## src/rtl/branch_predictor_btb_if.sv

```systemverilog
// Fetch-side lookup and EX-side training bus between the pipeline and the
// branch target buffer / direction predictor.
interface branch_predictor_btb_if #(
    parameter int GHR_BITS = 6
);
    logic [31:0]         fetch_pc;
    logic                pred_hit;
    logic                pred_taken;
    logic [31:0]         pred_target;
    logic [GHR_BITS-1:0] pred_ghr;
    logic                upd_valid;
    logic [31:0]         upd_pc;
    logic [GHR_BITS-1:0] upd_ghr;
    logic                upd_is_jump;
    logic                upd_taken;
    logic [31:0]         upd_target;
    logic                upd_mispredict;
    logic [31:0]         mispredict_count;

    modport master (
        output fetch_pc, upd_valid, upd_pc, upd_ghr, upd_is_jump, upd_taken,
               upd_target, upd_mispredict,
        input  pred_hit, pred_taken, pred_target, pred_ghr, mispredict_count
    );

    modport slave (
        input  fetch_pc, upd_valid, upd_pc, upd_ghr, upd_is_jump, upd_taken,
               upd_target, upd_mispredict,
        output pred_hit, pred_taken, pred_target, pred_ghr, mispredict_count
    );
endinterface

```

## src/rtl/branch_predictor_btb.sv

```systemverilog
// Direct-mapped BTB with saturating direction counters and optional gshare
// indexing; combinational lookup in IF, training from EX at resolution.
module branch_predictor_btb #(
    parameter int ENTRIES    = 64,
    parameter int TAG_BITS   = 8,
    parameter int CTR_BITS   = 2,
    parameter int USE_GSHARE = 0,
    parameter int GHR_BITS   = 6
) (
    input logic                  clk,
    input logic                  rst,
    branch_predictor_btb_if.slave bus
);
    localparam int IDX = $clog2(ENTRIES);
    localparam logic [CTR_BITS-1:0] CTR_MAX = '1;
    localparam logic [CTR_BITS-1:0] CTR_ONE = CTR_BITS'(1);
    localparam logic [CTR_BITS-1:0] CTR_WT  = CTR_BITS'(1 << (CTR_BITS - 1));
    localparam logic [CTR_BITS-1:0] CTR_WNT = CTR_BITS'((1 << (CTR_BITS - 1)) - 1);

    logic [ENTRIES-1:0]  valid;
    logic [ENTRIES-1:0]  jmp_mem;
    logic [TAG_BITS-1:0] tag_mem [ENTRIES];
    logic [31:0]         tgt_mem [ENTRIES];
    logic [CTR_BITS-1:0] ctr_mem [ENTRIES];
    logic [GHR_BITS-1:0] ghr;
    logic [31:0]         miss_cnt;

    function automatic logic [IDX-1:0] index_of(input logic [31:0] pc,
                                                 input logic [GHR_BITS-1:0] hist);
        logic [IDX-1:0] h;
        h = '0;
        if (USE_GSHARE != 0) h[GHR_BITS-1:0] = hist;
        return pc[IDX+1:2] ^ h;
    endfunction

    function automatic logic [TAG_BITS-1:0] tag_of(input logic [31:0] pc);
        return pc[IDX+TAG_BITS+1:IDX+2];
    endfunction

    logic [IDX-1:0] lk_idx, up_idx;
    logic           lk_hit, up_hit, lk_taken;

    // Lookup indexes with live history; training uses the snapshot that
    // travelled with the instruction so it lands on the entry that predicted it.
    always_comb begin
        lk_idx   = index_of(bus.fetch_pc, ghr);
        lk_hit   = valid[lk_idx] && (tag_mem[lk_idx] == tag_of(bus.fetch_pc));
        lk_taken = lk_hit && (jmp_mem[lk_idx] || ctr_mem[lk_idx][CTR_BITS-1]);
        up_idx   = index_of(bus.upd_pc, bus.upd_ghr);
        up_hit   = valid[up_idx] && (tag_mem[up_idx] == tag_of(bus.upd_pc));
    end

    assign bus.pred_hit         = lk_hit;
    assign bus.pred_taken       = lk_taken;
    assign bus.pred_target      = lk_taken ? tgt_mem[lk_idx] : bus.fetch_pc + 32'd4;
    assign bus.pred_ghr         = ghr;
    assign bus.mispredict_count = miss_cnt;

    always_ff @(posedge clk) begin
        if (rst) begin
            valid    <= '0;
            ghr      <= '0;
            miss_cnt <= '0;
            for (int i = 0; i < ENTRIES; i++) ctr_mem[i] <= CTR_WNT;
        end else if (bus.upd_valid) begin
            if (up_hit) begin
                if (bus.upd_taken) begin
                    if (ctr_mem[up_idx] != CTR_MAX) ctr_mem[up_idx] <= ctr_mem[up_idx] + CTR_ONE;
                    tgt_mem[up_idx] <= bus.upd_target;
                    jmp_mem[up_idx] <= bus.upd_is_jump;
                end else if (ctr_mem[up_idx] != '0) begin
                    ctr_mem[up_idx] <= ctr_mem[up_idx] - CTR_ONE;
                end
            end else if (bus.upd_taken) begin
                valid[up_idx]   <= 1'b1;
                tag_mem[up_idx] <= tag_of(bus.upd_pc);
                tgt_mem[up_idx] <= bus.upd_target;
                jmp_mem[up_idx] <= bus.upd_is_jump;
                ctr_mem[up_idx] <= CTR_WT;
            end
            // A mispredict rebuilds history from the instruction's own snapshot.
            if (!bus.upd_is_jump) begin
                if (bus.upd_mispredict) ghr <= {bus.upd_ghr[GHR_BITS-2:0], bus.upd_taken};
                else                    ghr <= {ghr[GHR_BITS-2:0], bus.upd_taken};
            end
            if (bus.upd_mispredict) miss_cnt <= miss_cnt + 32'd1;
        end
    end

    logic unused_bits;
    assign unused_bits = ^{bus.fetch_pc[31:IDX+TAG_BITS+2], bus.fetch_pc[1:0],
                           bus.upd_pc[31:IDX+TAG_BITS+2], bus.upd_pc[1:0],
                           bus.upd_ghr[GHR_BITS-1]};
endmodule

```

## src/flat_wrapper.sv

```systemverilog
// flat-port wrapper written by rule: the top's interface ports become plain ports
module branch_predictor_btb_flat 
#(
    parameter int ENTRIES    = 64,
    parameter int TAG_BITS   = 8,
    parameter int CTR_BITS   = 2,
    parameter int USE_GSHARE = 0,
    parameter int GHR_BITS   = 6
)
  (clk, rst, bus_fetch_pc, bus_upd_valid, bus_upd_pc, bus_upd_ghr, bus_upd_is_jump, bus_upd_taken, bus_upd_target, bus_upd_mispredict, bus_pred_hit, bus_pred_taken, bus_pred_target, bus_pred_ghr, bus_mispredict_count);
  branch_predictor_btb_if #(.GHR_BITS(GHR_BITS)) bus_i ();
  input logic clk;
  input logic rst;
  input wire logic [$bits(bus_i.fetch_pc)-1:0] bus_fetch_pc;
  input wire logic [$bits(bus_i.upd_valid)-1:0] bus_upd_valid;
  input wire logic [$bits(bus_i.upd_pc)-1:0] bus_upd_pc;
  input wire logic [$bits(bus_i.upd_ghr)-1:0] bus_upd_ghr;
  input wire logic [$bits(bus_i.upd_is_jump)-1:0] bus_upd_is_jump;
  input wire logic [$bits(bus_i.upd_taken)-1:0] bus_upd_taken;
  input wire logic [$bits(bus_i.upd_target)-1:0] bus_upd_target;
  input wire logic [$bits(bus_i.upd_mispredict)-1:0] bus_upd_mispredict;
  output wire logic [$bits(bus_i.pred_hit)-1:0] bus_pred_hit;
  output wire logic [$bits(bus_i.pred_taken)-1:0] bus_pred_taken;
  output wire logic [$bits(bus_i.pred_target)-1:0] bus_pred_target;
  output wire logic [$bits(bus_i.pred_ghr)-1:0] bus_pred_ghr;
  output wire logic [$bits(bus_i.mispredict_count)-1:0] bus_mispredict_count;
  assign bus_i.fetch_pc = bus_fetch_pc;
  assign bus_i.upd_valid = bus_upd_valid;
  assign bus_i.upd_pc = bus_upd_pc;
  assign bus_i.upd_ghr = bus_upd_ghr;
  assign bus_i.upd_is_jump = bus_upd_is_jump;
  assign bus_i.upd_taken = bus_upd_taken;
  assign bus_i.upd_target = bus_upd_target;
  assign bus_i.upd_mispredict = bus_upd_mispredict;
  assign bus_pred_hit = bus_i.pred_hit;
  assign bus_pred_taken = bus_i.pred_taken;
  assign bus_pred_target = bus_i.pred_target;
  assign bus_pred_ghr = bus_i.pred_ghr;
  assign bus_mispredict_count = bus_i.mispredict_count;
  branch_predictor_btb #(.ENTRIES(ENTRIES), .TAG_BITS(TAG_BITS), .CTR_BITS(CTR_BITS), .USE_GSHARE(USE_GSHARE), .GHR_BITS(GHR_BITS)) u_core (.clk(clk), .rst(rst), .bus(bus_i));
endmodule
```

## config.mk

```make
export PLATFORM = sky130hd
export DESIGN_NAME = branch_predictor_btb_flat
export DESIGN_NICKNAME = d
export VERILOG_FILES = /design/src/rtl/branch_predictor_btb_if.sv /design/src/rtl/branch_predictor_btb.sv /design/src/flat_wrapper.sv
export SDC_FILE = /design/constraint.sdc
export NUM_CORES = 2
export LEC_CHECK = 0
export ABC_CLOCK_PERIOD_IN_PS = 6200
export CORE_MARGIN = 3
export CORE_UTILIZATION = 45
export DETAILED_ROUTE_END_ITERATION = 10
export PLACE_DENSITY = 0.75
export SLEW_MARGIN = 10
export SYNTH_ARGS = -nofsm -noshare
export SYNTH_HDL_FRONTEND = slang
export SYNTH_SLANG_ARGS = --single-unit
```

## constraint.sdc

```tcl
create_clock -name clk -period 6.2 [get_ports clk]
set_clock_uncertainty 0.15 [all_clocks]
set_input_delay 1.24 -clock clk [delete_from_list [all_inputs] [get_ports clk]]
set_output_delay 1.24 -clock clk [all_outputs]
set_load 0.05 [all_outputs]
```

==> results.cfg <==
[cts]
htree_levels = 5
numCtsBuffers = 301
clock_latency_ns = 0.92
clock_sinks = 2854
clk_path_buf_depth = 4
cts-hold-fix-buffers = 0
clkSlewWorstSetupHoldPaths_ns = 0.06
cts_tree = done
clockRootBuffer = clkbuf_16

[synth]
ys_seq_area_frac = 0.722
synth_edf_count = 2752
synthAdderAreaFrac = 0.000213
yosys.area.top_type = edfxtp_1
syn-cell-area_um2 = 117000
synthMuxAreaShare = 0.187
synth_compound_area_frac = 0.0362
synth.area.top_cells = edfxtp_1 (70%), mux4_2 (16%), dfxtp_1 (1.7%)
synthTopCellsByCount = edfxtp_1 (2752), mux4_2 (859), nor2_1 (311)
dominantRegCellSynth = edfxtp_1
ys_types = 71
synth_top_area_share = 0.704
syn_nets = 5968
syn_area_per_cell_um2 = 20.0
synth_top_family_by_area = multiplexers
synth_seq_cells = 2854
synth_cells = 5858
synth_xor_xnor_area_share = 0.00523
synth-simple-area-share = 0.0321
yosysWarnings = 0
yosysMostFrequentCell = edfxtp_1
ys_async_sr_fraction = 0

[floorplan]
die_w_um = 517
die_area_um2 = 267000
io-pin-count = 180
start_util = 0.455
num_rows = 186
die_h_um = 517
core_area_um2 = 258000

[cells_and_area]
multi_input_area_um2 = 31400
num-nets-final = 6469
regArea_um2 = 84700
layout-drive-gt1-share = 0.308
n_fill_cell = 19075
areaGrowthSynthToFinish_pct = 15.9

[critical_path]
reg2reg_depth = 13
crit_chain = buf_16 > mux4_2 > mux4_2 > and2_1 > a211oi_1 > a31oi_1 > xor2_1 > nor4_1 > nand3_1 > nor4_4 > buf_12 > buf_12 > buf_12 > buf_12 > mux2i_4 > buf_12
max_stage_delay_ns = 0.62
cp_common_cell = buf_12
crit_path_start_kind = input pin
crit_required_ns = 4.81
crit_arrival_ns = 5.22
cp_max_fo = 16
path_class = input pin to output port
cp_slowest_cell = mux4_2
worst_setup_path_end_kind = output port

[route]
wl_mm = 351
drc = 0
met3_length_mm = 48.5
dr.pass1.iters = 8
antenna_left = 0
drt-met1-wl_mm = 121
wl_per_cell_um = 35.2
highest_layer = met5
wl_met2_mm = 163
viasPerCell = 6.71
drtIter0Drc = 10632
vias = 66891

[timing]
fin_ws_ns = -0.411
max_freq_mhz = 151
setup_tns_ns = -11.65
drv_slew = 0
hold_viol_final = 0
fin_crit_ns = 6.61
rsz0062_at_grt = true
hold-worst-slack_ns = 0.327
maxSlewHeadroom = 0.159
setup_violations = 33
worst_pin_slew_ns = 1.26
finalCritPeriodShare = 1.07

[placement]
portBuffers = 160
dpl.hpwl_mm = 194
place.gp.congestion = 0.972

[power_and_ir_drop]
power_density_nw_per_um2 = 304
intPower_w = 0.0324
ir_drop_uv = 235
switching_share = 0.218
p_comb_frac = 0.067
p_leak_nw = 43.7
seq_power_share = 0.513
p_sw_w = 0.00901
clockPowerShare = 0.420

[global_routing]
grt_pass1_wl_mm = 496
grt_max_degree = 116
antenna_found_initial = 38
grt_overflow = 0
first_global_vias = 67008
grt.total_usage = 0.262

[worst_hold_path]
holdPathStages = 1
min_path_type = flop to flop

[status]
status = finished with violations
violations = setup timing

[flow_run]
drv_cap = 0
==> logic make-up after synthesis <==
| group | Yosys count |
|---|---|
| AO/OA/AOI/OAI | 567 |
| AND/OR/NAND/NOR | 799 |
| multiplexers | 1113 |
| XOR/XNOR | 70 |
| buffers and inverters | 453 |
| adder cells (fa/ha/maj) | 2 |
| flip-flops | 2854 |
==> power by group through the flow <==
stage | combinational [W] | sequential (W) | clock [W]
after floorplan | 0.00143 | 0.0216 | 0
after global placement | 0.00258 | 0.0216 | 0
after detailed placement | 0.00263 | 0.0217 | 0
after CTS | 0.00270 | 0.0212 | 0.0176
after global routing | 0.00286 | 0.0212 | 0.0183
final | 0.00276 | 0.0212 | 0.0174
==> cell usage in the layout (no fill, tap or decap), types with 75 or more instances in the layout <==
cell,Yosys,routed
dfxtp_1,102,102
clkbuf_16,0,310
nand2_1,101,91
nand3_1,101,100
mux2i_1,171,160
nor2_1,311,246
buf_12,0,75
a21oi_1,91,90
edfxtp_1,2752,2752
nor3_1,120,120
mux4_2,859,859
buf_4,20,400
==> sequential cells by signal, summed over array words and instances (netlist names) <==
register	flops
u_core.tgt_mem	2048
u_core.tag_mem	512
u_core.ctr_mem	128
u_core.jmp_mem	64
u_core.valid	64
u_core.bus.mispredict_count	32
u_core.bus.pred_ghr	6
==> critical path, delay by kind of cell <==
kind / cells / cell delay (ns)
buffers and inverters: 6 / 0.94
muxes: 3 / 1.33
AOI/OAI and AO/OA: 2 / 0.37
xor gates and xnor gates: 1 / 0.18
and+or+nand+nor: 4 / 1.13
==> repair_timing <==
| action | 4_1_cts | 5_1_grt |
|---|---|---|
| resized for setup | 65 | 21 |
| endpoints found under the setup margin | 34 | 33 |
| cloned | 5 | 0 |
| buffers inserted | 14 | 3 |
| pin swaps | 4 | 0 |
| endpoints found under the hold margin | 0 | 0 |
==> per-layer routing <==
layer	global-route usage	up-vias
li1	-	25718
met1	0.342	34500
met2	0.404	5585
met3	0.0795	1062
met4	0.120	26
met5	0	-
==> metrics by stage <==
stage	util	cells	worst slack (ns)	power (W)	cell area, µm²
finish	0.527	9972	-0.411	0.0414	136000
global route	0.527	9962	-0.402	0.0424	136000
CTS	0.526	9951	-0.308	0.0415	136000
detailed placement	0.488	9419	-0.634	0.0243	126000
global placement	0.488	9419	-0.584	0.0242	126000
floorplan	-	5858	-0.102	0.0231	117000
==> layout make-up <==
class / instances / share of cell area
antenna: 19 / 0.000350
inverter: 10 / 0.000285
clock buffer: 381 / 0.0595
clock inverter: 132 / 0.00894
sequential: 2854 / 0.623
timing repair buffer: 641 / 0.0460
tap: 3384 / 0.0311
multi-input combinational: 2551 / 0.231
==> final timing paths <==
check / from / to / slack, ns
setup / recovery: bus_fetch_pc[3] / bus_pred_target[18] / -0.41
hold / removal: u_core.valid[54]$_SDFFE_PP0N_ / u_core.valid[54]$_SDFFE_PP0N_ / 0.33
setup reg to reg: u_core.tag_mem[47][6]$_DFFE_PP_ / u_core.ctr_mem[23][0]$_SDFFCE_PN1P_ / 1.63
hold reg to reg: u_core.valid[54]$_SDFFE_PP0N_ / u_core.valid[54]$_SDFFE_PP0N_ / 0.33
No activity file was read; power rests on OpenSTA's default activity.
